**src/rtl/pipe_skid_reg.sv**
```systemverilog
// Elastic pipeline register: a head register that drives out_data directly plus an
// optional skid register, with stall (hold), flush and asynchronous reset.
module pipe_skid_reg #(
  parameter int                 WIDTH     = 64,
  parameter logic [WIDTH-1:0]   NOP_VALUE = 64'h0000_0000_0000_0013,
  parameter logic [WIDTH-1:0]   KEEP_MASK = 64'hFFFF_FFFF_0000_0000,
  parameter int                 SKID_EN   = 1
) (
  input  logic             clk,
  input  logic             reset,
  input  logic             flush,
  input  logic             hold,
  input  logic             in_valid,
  output logic             in_ready,
  input  logic [WIDTH-1:0] in_data,
  output logic             out_valid,
  input  logic             out_ready,
  output logic [WIDTH-1:0] out_data,
  output logic [1:0]       count
);

  typedef enum logic [1:0] {
    EMPTY = 2'd0,
    ONE   = 2'd1,
    FULL  = 2'd2
  } state_t;

  state_t           state;
  logic [WIDTH-1:0] main_q;
  logic [WIDTH-1:0] skid_q;
  logic             push;
  logic             pop;

  // Without a skid slot, ONE can only take a new payload if the head leaves this cycle.
  if (SKID_EN != 0) begin : g_skid_ready
    assign in_ready = ~hold & (state != FULL);
  end else begin : g_noskid_ready
    assign in_ready = ~hold & ((state == EMPTY) | out_ready);
  end

  assign out_valid = ~hold & (state != EMPTY);
  assign out_data  = main_q;
  assign push      = in_valid & in_ready;
  assign pop       = out_valid & out_ready;

  always_ff @(posedge clk or posedge reset) begin
    if (reset) begin
      state  <= EMPTY;
      main_q <= NOP_VALUE;
      skid_q <= NOP_VALUE;
      count  <= 2'd0;
    end else if (flush) begin
      // The PC field of the head survives so the flushed bubble still carries it.
      state  <= EMPTY;
      main_q <= (main_q & KEEP_MASK) | (NOP_VALUE & ~KEEP_MASK);
      skid_q <= NOP_VALUE;
      count  <= 2'd0;
    end else if (!hold) begin
      case (state)
        EMPTY: begin
          if (push) begin
            main_q <= in_data;
            state  <= ONE;
            count  <= 2'd1;
          end
        end
        ONE: begin
          if (push && pop) begin
            main_q <= in_data;
          end else if (push && (SKID_EN != 0)) begin
            skid_q <= in_data;
            state  <= FULL;
            count  <= 2'd2;
          end else if (pop) begin
            state <= EMPTY;
            count <= 2'd0;
          end
        end
        FULL: begin
          if (pop) begin
            main_q <= skid_q;
            state  <= ONE;
            count  <= 2'd1;
          end
        end
        default: begin
          state <= EMPTY;
          count <= 2'd0;
        end
      endcase
    end
  end

endmodule

```
**config.mk**
```make
export PLATFORM = sky130hd
export DESIGN_NAME = pipe_skid_reg
export DESIGN_NICKNAME = d
export VERILOG_FILES = /design/src/rtl/pipe_skid_reg.sv
export SDC_FILE = /design/constraint.sdc
export NUM_CORES = 1
export LEC_CHECK = 0
export ABC_AREA = 1
export CAP_MARGIN = 40
export CORE_MARGIN = 10
export CORE_UTILIZATION = 40
export CTS_BUF_LIST = sky130_fd_sc_hd__clkbuf_16
export DETAILED_ROUTE_END_ITERATION = 6
export PLACE_DENSITY = 0.72
export SETUP_SLACK_MARGIN = 0.5
export SYNTH_ARGS = -nofsm -noshare
export SYNTH_HDL_FRONTEND = slang
export SYNTH_SLANG_ARGS = --single-unit
```
**constraint.sdc**
```tcl
create_clock -name clk -period 5.2 [get_ports clk]
set_input_delay 1.04 -clock clk [delete_from_list [all_inputs] [get_ports clk]]
set_output_delay 1.04 -clock clk [all_outputs]
set_load 0.05 [all_outputs]
```
==> flow_summary.ini, run 1 <==
[run_status]
status = finished, final reports clean

[placed_design]
numPortBuffers = 137
gp_congestion = 0.780
dp_hpwl_um = 11100

[route]
vias_per_cell = 5.00
drc_errors = 0
dr_total_vias = 5753
drtIter0Drc = 422
drt-total-wl_um = 17700
wl_per_cell_um = 15.4
ant_nets = 0
drt_first_pass_iters = 5

[cells_and_area]
drive_gt1_frac = 0.0639
layout_common_cells = 393 x nand2_1, 163 x nand3_1, 137 x clkdlybuf4s50_1
utilization = 0.538
diodes = 0
layout_commonest_cell = nand2_1
areaGrowthSynthToFinish_pct = 31.0
n_fill_cell = 1483
final_nets = 1001

[timing]
max_freq_ghz = 0.267
drv_slew = 0
finalCritPeriodShare = 0.720
rsz0062_at_grt = false
fin_setup_tns_ns = 0
setup_viol = 0
finalHoldViolCount = 0
worst_pin_slew_ns = 0.771
max-slew-margin-rel = 0.486
finalCriticalPeriod_ns = 3.74
clock_skew_ns = 0.00654

[synth]
synth-seq-cells = 130
async_flop_share = 1.00
ys.flop_type = dfrtp_1
yosys_warnings = 0
ys_seq_area_frac = 0.518
synth_edf_count = 0
synth_cell_type_count = 25
avgSynthCellArea_um2 = 7.69
netlist_instances = 819
syn_nets = 893
syn-cell-area_um2 = 6290

[pwr]
total_power_mw = 3.22
max-vdd-ir-drop_mv = 0.239
powerDensity_nw_per_um2 = 391
p_leak_nw = 4.26

[worst_setup_path]
cp_data_required_time_ns = 4.16
cp_data_arrival_time_ns = 2.70
crit_type = in -> out
cp_max_fo = 3
cp-end-kind = primary output
crit_path_start_kind = input pin

[floorplanning]
ios = 138
coreArea_um2 = 15300
die_h_um = 145
dieArea_um2 = 21200
rows = 45
die_x_um = 145
initial_core_util = 0.411

[clock_tree]
path_clk_slew_ns = 0.05
cts_max_level = 4
cts_buffer_depth = 2
cts.repair.resized = 0
post_cts_buffers = 0
cts_tree = done
ctsHoldBuffers = 0
clock_latency_ns = 0.42
clock-sinks = 130
cts_buffers = 17
cts_root_buf = clkbuf_16

[global_routing]
antenna_found_initial = 1
grt_max_degree = 75
grt_pass1_wl_um = 29100
grt_pass1_vias = 5565
grt_usage = 0.168
overflow = 0

[worst_hold_path]
hp-class = reg -> reg

[run]
drv_cap = 0
==> metrics by stage <==
stage	setup slack (ns)	area, um^2	cells	hold WS (ns)
floorplan	0.701	6290	819	0.464
CTS	1.45	8250	1150	0.472
global route	1.39	8250	1150	0.485
detailed placement	1.45	7760	1119	0.458
finish	1.46	8250	1150	0.465
global placement	1.45	7710	1117	0.454
==> synth_stat cells, types with 3 or more instances <==
| cell | instances | share of area |
|---|---|---|
| ha_1 | 4 | 0.0080 |
| buf_4 | 8 | 0.0095 |
| o211ai_1 | 3 | 0.0036 |
| dfrtp_1 | 124 | 0.49 |
| nor2_1 | 5 | 0.0030 |
| buf_6 | 4 | 0.0072 |
| dfstp_2 | 6 | 0.025 |
| buf_1 | 11 | 0.0066 |
| nand3_1 | 163 | 0.13 |
| nor2_2 | 3 | 0.0030 |
| clkbuf_1 | 18 | 0.011 |
| a21oi_1 | 29 | 0.023 |
| buf_2 | 19 | 0.015 |
| nand2_1 | 393 | 0.23 |
| inv_2 | 3 | 0.0018 |
| inv_1 | 12 | 0.0072 |
| nand2_2 | 4 | 0.0040 |
==> layout make-up <==
class | instances | area [um^2] | area share
Clock buffer | 17 | 425 | 0.0516
Clock inverter | 14 | 60.1 | 0.00728
Inverter | 15 | 63.8 | 0.00774
Multi-Input combinational cell | 614 | 2670 | 0.324
Sequential cell | 130 | 3260 | 0.395
Tap cell | 211 | 264 | 0.0320
Timing Repair Buffer | 149 | 1500 | 0.182
==> report_power, final <==
group,total [mW],leakage (nW),switching (mW),internal (mW)
clock network,1.01,0.261,0.424,0.584
registers,1.22,1.71,0.0735,1.14
logic,0.998,2.29,0.679,0.319
total,3.22,4.26,1.18,2.05
==> routing by layer <==
| metal | vias to the layer above | GRT usage | part of all wire |
|---|---|---|---|
| li1 | 2832 | - | - |
| met1 | 2696 | 0.214 | 0.44 |
| met2 | 200 | 0.261 | 0.47 |
| met3 | 23 | 0.0534 | 0.074 |
| met4 | 2 | 0.0576 | 0.017 |
| met5 | - | 0 | 0.00096 |
==> critical path, cell delays in order <==
cell	delay [ns]
clkdlybuf4s50_1	0.54
inv_2	0.11
nand2_2	0.07
inv_1	0.07
clkdlybuf4s50_1	0.86
==> worst paths after layout <==
kind                                               start                  endpoint  slack [ns]  cells after the start
worst min register to register  out_data[51]$_DFFE_PP0P_  out_data[51]$_DFFE_PP0P_        0.46                      2
min in group asynchronous                          reset  out_data[56]$_DFFE_PP0P_        1.10                      2
worst max-delay path                                hold                 out_valid        1.46                      5
worst max register to register      state[0]$_DFFE_PP0P_  out_data[40]$_DFFE_PP0P_        2.29                     10
max in group asynchronous                          reset   out_data[0]$_DFFE_PP1P_        3.15                      3
worst min-delay path            out_data[51]$_DFFE_PP0P_  out_data[51]$_DFFE_PP0P_        0.46                      2
==> registers in the layout, indices dropped and copies added, names as in the netlist <==
name      count
out_data     64
skid_q       64
state         2
==> cells by family after synthesis <==
group	after synthesis	share of synthesized area
AOI/OAI and AO/OA	34	0.0288
adders and majority gates	4	0.00795
buffers and inverters	75	0.0580
DFF	130	0.518
and+or+nand+nor	576	0.387
No activity file was read; power rests on OpenSTA's default activity.
==> run 2, diff against run 1 <==
==> constraint.sdc (replaced) <==
create_clock -name clk -period 3.5 [get_ports clk]
set_input_delay 0.7 -clock clk [delete_from_list [all_inputs] [get_ports clk]]
set_output_delay 0.7 -clock clk [all_outputs]
set_load 0.05 [all_outputs]
==> run 2 against run 1 <==
Final cell count increased by 0.26%; clock skew fell by 0.0017 ns; highest routed layer is now met4; cell area rose by 1.3%; critical path type is now reg -> out; register-to-register slack got worse by 1.4 ns.
==> flow_summary.ini, run 2 (synthesis gave the netlist of run 1 again) <==
[timing]
hold_ws_ns = 0.464
setup_ws_ns = 0.765
rsz0062_at_grt = false
finalCritPeriodShare = 0.781
fin_setup_tns_ns = 0
drv_slew = 0
finalHoldViolCount = 0
max-slew-margin-rel = 0.497
finalCriticalPeriod_ns = 2.74
max_freq_ghz = 0.366
worst_pin_slew_ns = 0.753
setup_viol = 0
clock_skew_ns = 0.00483

[worst_setup_path]
cp_data_required_time_ns = 2.80
cp_slowest_cell = dlygate4sd2_1
crit_path_start_kind = register
reg2reg_slack_ns = 0.88
critPathMaxStageDelay_ns = 0.54
worstPathCellList = inv_1 -> ha_2 -> nor2_8 -> dlygate4sd2_1
worstRegToRegCells = 9
crit_type = reg -> out
crit_buf_inv = 2
regToRegStartpoint = state[0]$_DFFE_PP0P_
crit_family = buffers and inverters
cp_data_arrival_time_ns = 2.04
cp-end-kind = primary output
r2r_end = out_data[26]$_DFFE_PP0P_
cp_max_fo = 22

[clock_tree]
ctsHoldBuffers = 0
post_cts_buffers = 0
cts_max_level = 4
cts_buffers = 17
clock-sinks = 130
cts_root_buf = clkbuf_16
path_clk_slew_ns = 0.06
cts_buffer_depth = 2
cts_tree = done
clock_latency_ns = 0.42

[route]
wl_per_cell_um = 15.2
ant_nets = 0
dr_total_vias = 5659
drc_errors = 0
drt-total-wl_um = 17500
vias_per_cell = 4.91
drt_first_pass_iters = 5
drtIter0Drc = 434

[placed_design]
dp_cells = 1121
dp_hpwl_um = 11200
numPortBuffers = 137
post-place-ws_ns = 0.546
gp_congestion = 0.763

[cells_and_area]
final_nets = 1003
n_fill_cell = 1473
layout_common_cells = 393 x nand2_1, 163 x nand3_1, 135 x clkdlybuf4s50_1
diodes = 0
areaGrowthSynthToFinish_pct = 32.7
drive_gt1_frac = 0.0722
layout_commonest_cell = nand2_1
final_cells = 1153

[pwr]
seq_power_share = 0.363
max-vdd-ir-drop_mv = 0.321
intPower_mw = 3.21
p_comb_frac = 0.300
p_switching_mw = 1.76
p_leak_nw = 4.30
clkPwrFrac = 0.337
total_power_mw = 4.97
powerDensity_nw_per_um2 = 595
swShare = 0.355

[global_routing]
grt_pass1_wl_um = 29500
antenna_found_initial = 0
grt_pass1_vias = 5641
grt_max_degree = 68
overflow = 0
grt_usage = 0.168

[worst_hold_path]
min-delay-start = out_data[38]$_DFFE_PP0P_
hold-path-endpoint = out_data[38]$_DFFE_PP0P_
holdPathStages = 2
hp-class = reg -> reg

[floorplanning]
die_h_um = 145
dieArea_um2 = 21200
initial_core_util = 0.411
coreArea_um2 = 15300
die_x_um = 145
rows = 45
ios = 138

[run]
drv_cap = 0

[run_status]
status = finished, final reports clean
==> run 2: cell types whose count changed in the layout (fill, tap and decap cells not counted), moves of 2 or more <==
cell | previous run | this run
buf_12 | 0 | 3
bufinv_16 | 0 | 2
clkdlybuf4s50_1 | 137 | 135
clkinv_1 | 4 | 2
clkinvlp_4 | 0 | 2
inv_1 | 14 | 12
==> run 2: worst max path at each step <==
stage	startpoint	to	slack, ns	depth (start not counted)
floorplan	reset	out_data[10]$_DFFE_PP0P_	1.20	1
global placement	hold	out_data[61]$_DFFE_PP0P_	0.60	10
detailed placement	hold	out_data[37]$_DFFE_PP0P_	0.55	10
CTS	state[0]$_DFFE_PP0P_	out_data[26]$_DFFE_PP0P_	0.57	9
global route	state[0]$_DFFE_PP0P_	out_data[4]$_DFFE_PP1P_	0.61	9
finish	state[0]$_DFFE_PP0P_	in_ready	0.76	4
==> run 2: power groups by stage <==
stage | registers, mW | clock network [mW] | logic [mW]
3_5_place_dp | 1.83 | 0 | 1.50
2_1_floorplan | 2.41 | 0 | 0.372
3_3_place_gp | 1.83 | 0 | 1.49
4_1_cts | 1.81 | 1.71 | 1.51
6_report | 1.80 | 1.67 | 1.49
5_1_grt | 1.83 | 1.77 | 1.60
==> run 2: repair_timing <==
item                                   CTS  global route
setup endpoints to repair                1            32
gates resized for setup                  1             3
gates cloned                             0             0
endpoints found under the hold margin    0             0
==> run 2: per-layer routing <==
| layer | wire length [um] | GRT usage | part of all wire | vias to the layer above |
|---|---|---|---|---|
| li1 | - | - | - | 2840 |
| met1 | 7730 | 0.215 | 0.44 | 2653 |
| met2 | 8470 | 0.266 | 0.48 | 146 |
| met3 | 1150 | 0.0494 | 0.065 | 20 |
| met4 | 195 | 0.0536 | 0.011 | 0 |
| met5 | 0 | 0 | 0 | - |
==> run 2: per-stage QoR <==
step | utilization | area, um^2
after floorplan | - | 6300
after global placement | 0.507 | 7760
after detailed placement | 0.509 | 7790
after CTS | 0.545 | 8340
after global routing | 0.545 | 8350
final | 0.545 | 8350
==> run 2: final cells by class <==
type / instances / area (um^2) / area share
tap: 211 / 264 / 0.0316
sequential: 130 / 3260 / 0.390
inverter: 15 / 65.1 / 0.00779
multi-input combinational: 614 / 2680 / 0.321
timing repair buffer: 151 / 1530 / 0.183
clock inverter: 15 / 126 / 0.0151
clock buffer: 17 / 425 / 0.0509
==> run 2: tightest hold or removal path: stages (launching register included) <==
cell and delay [ns]:
dfrtp_1 0.34, nand2_1 0.05, nand2_1 0.04
==> run 3, diff against run 2 <==
--- a/config.mk
+++ b/config.mk
@@ -11,7 +11,7 @@
 export CORE_UTILIZATION = 40
 export CTS_BUF_LIST = sky130_fd_sc_hd__clkbuf_16
 export DETAILED_ROUTE_END_ITERATION = 6
-export PLACE_DENSITY = 0.72
+export PLACE_DENSITY = 0.74
 export SETUP_SLACK_MARGIN = 0.5
 export SYNTH_ARGS = -nofsm -noshare
 export SYNTH_HDL_FRONTEND = slang
==> constraint.sdc (replaced) <==
create_clock -name clk -period 2.3 [get_ports clk]
set_input_delay 0.46 -clock clk [delete_from_list [all_inputs] [get_ports clk]]
set_output_delay 0.46 -clock clk [all_outputs]
set_load 0.05 [all_outputs]
==> run 3 against run 2 <==
Hold slack about the same; die area unchanged; flip-flop and latch count unchanged; critical path depth increased by 11; final cell count up 6.9%; critical path type is now reg -> reg; highest routed layer unchanged.
==> flow_summary.ini, run 3 (synthesis gave the netlist of run 1 again) <==
[run_status]
status = finished, final reports clean

[timing]
max_freq_ghz = 0.489
worst_pin_slew_ns = 0.506
clock_skew_ns = 0.00958
finalCriticalPeriod_ns = 2.05
finalHoldViolCount = 0
fin_setup_tns_ns = 0
rsz0062_at_grt = true
finalCritPeriodShare = 0.889
drv_slew = 0
setup_viol = 0
max-slew-margin-rel = 0.664

[clock_tree]
cts_buffer_depth = 2
path_clk_slew_ns = 0.05
cts_root_buf = clkbuf_16
ctsHoldBuffers = 0
cts_max_level = 4
cts_tree = done
clock-sinks = 130
cts_buffers = 17
clock_latency_ns = 0.43

[placed_design]
numPortBuffers = 137
dp_cells = 1131
gp_congestion = 0.837
dp_hpwl_um = 12100
placed_area_um2 = 8200

[cells_and_area]
ff_latch_area_um2 = 3260
multi_input_area_um2 = 3890
final_nets = 1082
n_fill_cell = 1149
drive_gt1_frac = 0.406
layout_commonest_cell = nand2_1
areaGrowthSynthToFinish_pct = 69.8
layout_common_cells = 289 x nand2_1, 122 x dfrtp_1, 105 x nand3_2
design_area_um2 = 10700
final_cells = 1233

[floorplanning]
dieArea_um2 = 21200
rows = 45
initial_core_util = 0.411
coreArea_um2 = 15300
die_x_um = 145
die_h_um = 145
ios = 138

[route]
drt_first_pass_iters = 5
drc_errors = 0
ant_nets = 0
dr_total_vias = 6565
drtIter0Drc = 518
vias_per_cell = 5.32
wl_per_cell_um = 19.2
drt-total-wl_um = 23700

[worst_setup_path]
crit_type = reg -> reg
cp_max_fo = 8
cp-end-kind = register
crit_family = buffers and inverters
endpoint = skid_q[59]$_DFFE_PP0P_
regToRegStartpoint = state[0]$_DFFE_PP0P_
r2r_end = skid_q[59]$_DFFE_PP0P_
cp_data_required_time_ns = 2.66
cp_data_arrival_time_ns = 2.41
worstPathCellList = inv_4 -> ha_4 -> buf_12 -> nor2_8 -> nand2_4 -> buf_6 -> nor2_4 -> nor2_4 -> nand2_4 -> buf_6 -> nor2_4 -> buf_6 -> buf_12 -> nand2_1 -> nand2_2
critPathMaxStageDelay_ns = 0.43
worstRegToRegCells = 15
reg2reg_slack_ns = 0.25
cp_num_cells = 15
cp-startpoint = state[0]$_DFFE_PP0P_
crit_path_start_kind = register
cp_slowest_cell = dfrtp_2
crit_buf_inv = 6

[pwr]
total_power_mw = 8.22
powerDensity_nw_per_um2 = 769
max-vdd-ir-drop_mv = 0.575
p_leak_nw = 5.23

[global_routing]
grtUsageMet1 = 0.262
grt_max_degree = 78
use_met2 = 0.364
overflow = 0
grt_use_met3 = 0.0646
grt_pass1_wl_um = 37100
grt_usage = 0.217
grt-busiest-layer = met2
grt_pass1_vias = 6773
antenna_found_initial = 1

[worst_hold_path]
hp-class = reg -> reg

[run]
drv_cap = 0
-- run 3: final cells by class --
type / instances / area share
multi-input combinational: 617 / 0.364
sequential: 130 / 0.305
timing repair buffer: 227 / 0.246
clock buffer: 17 / 0.0398
tap: 211 / 0.0247
clock inverter: 15 / 0.0108
inverter: 15 / 0.00878
antenna: 1 / 0.000234
-- run 3: report_power, final --
part	switching, mW	total (mW)	internal, mW	leakage (nW)
clock	0.980	2.53	1.55	0.284
combinational	1.86	2.84	0.978	3.23
sequential	0.261	2.85	2.59	1.71
total	3.10	8.22	5.12	5.23
-- run 3: worst min-delay path, stage by stage, from the launching register on --
cell and delay, ns:
dfstp_2 0.37, nand3_2 0.06, nand2_1 0.04
-- run 3: how the worst min path moves through the flow --
stage                        startpoint                        to  slack, ns  cells after the start
2_1_floorplan     skid_q[0]$_DFFE_PP1P_     skid_q[0]$_DFFE_PP1P_       0.45                      2
3_3_place_gp   out_data[39]$_DFFE_PP0P_  out_data[39]$_DFFE_PP0P_       0.45                      2
3_5_place_dp   out_data[39]$_DFFE_PP0P_  out_data[39]$_DFFE_PP0P_       0.46                      2
4_1_cts        out_data[45]$_DFFE_PP0P_  out_data[45]$_DFFE_PP0P_       0.47                      2
5_1_grt         out_data[4]$_DFFE_PP1P_   out_data[4]$_DFFE_PP1P_       0.49                      2
6_report        out_data[4]$_DFFE_PP1P_   out_data[4]$_DFFE_PP1P_       0.46                      2
-- run 3: through the flow --
stage	hold slack [ns]	setup WS [ns]	util
after floorplan	0.450	0.0968	-
after global placement	0.453	0.0666	0.535
after detailed placement	0.459	0.00716	0.535
final	0.465	0.254	0.698
after global routing	0.485	0.217	0.698
after CTS	0.469	0.305	0.672
-- run 3: timing repair --
item / in CTS / in global routing
resized for setup: 267 / 211
gates cloned: 23 / 0
endpoints found under the hold margin: 0 / 0
setup buffers: 41 / 5
setup endpoints to repair: 191 / 186
pin swaps: 63 / 46
-- run 3: routing by layer --
layer / routed length (um) / part of all wire / vias to the layer above
met4: 461 / 0.019 / 0
met1: 9280 / 0.39 / 3224
met3: 1830 / 0.077 / 50
met2: 12100 / 0.51 / 272
li1: - / - / 3019
met5: 0 / 0 / -
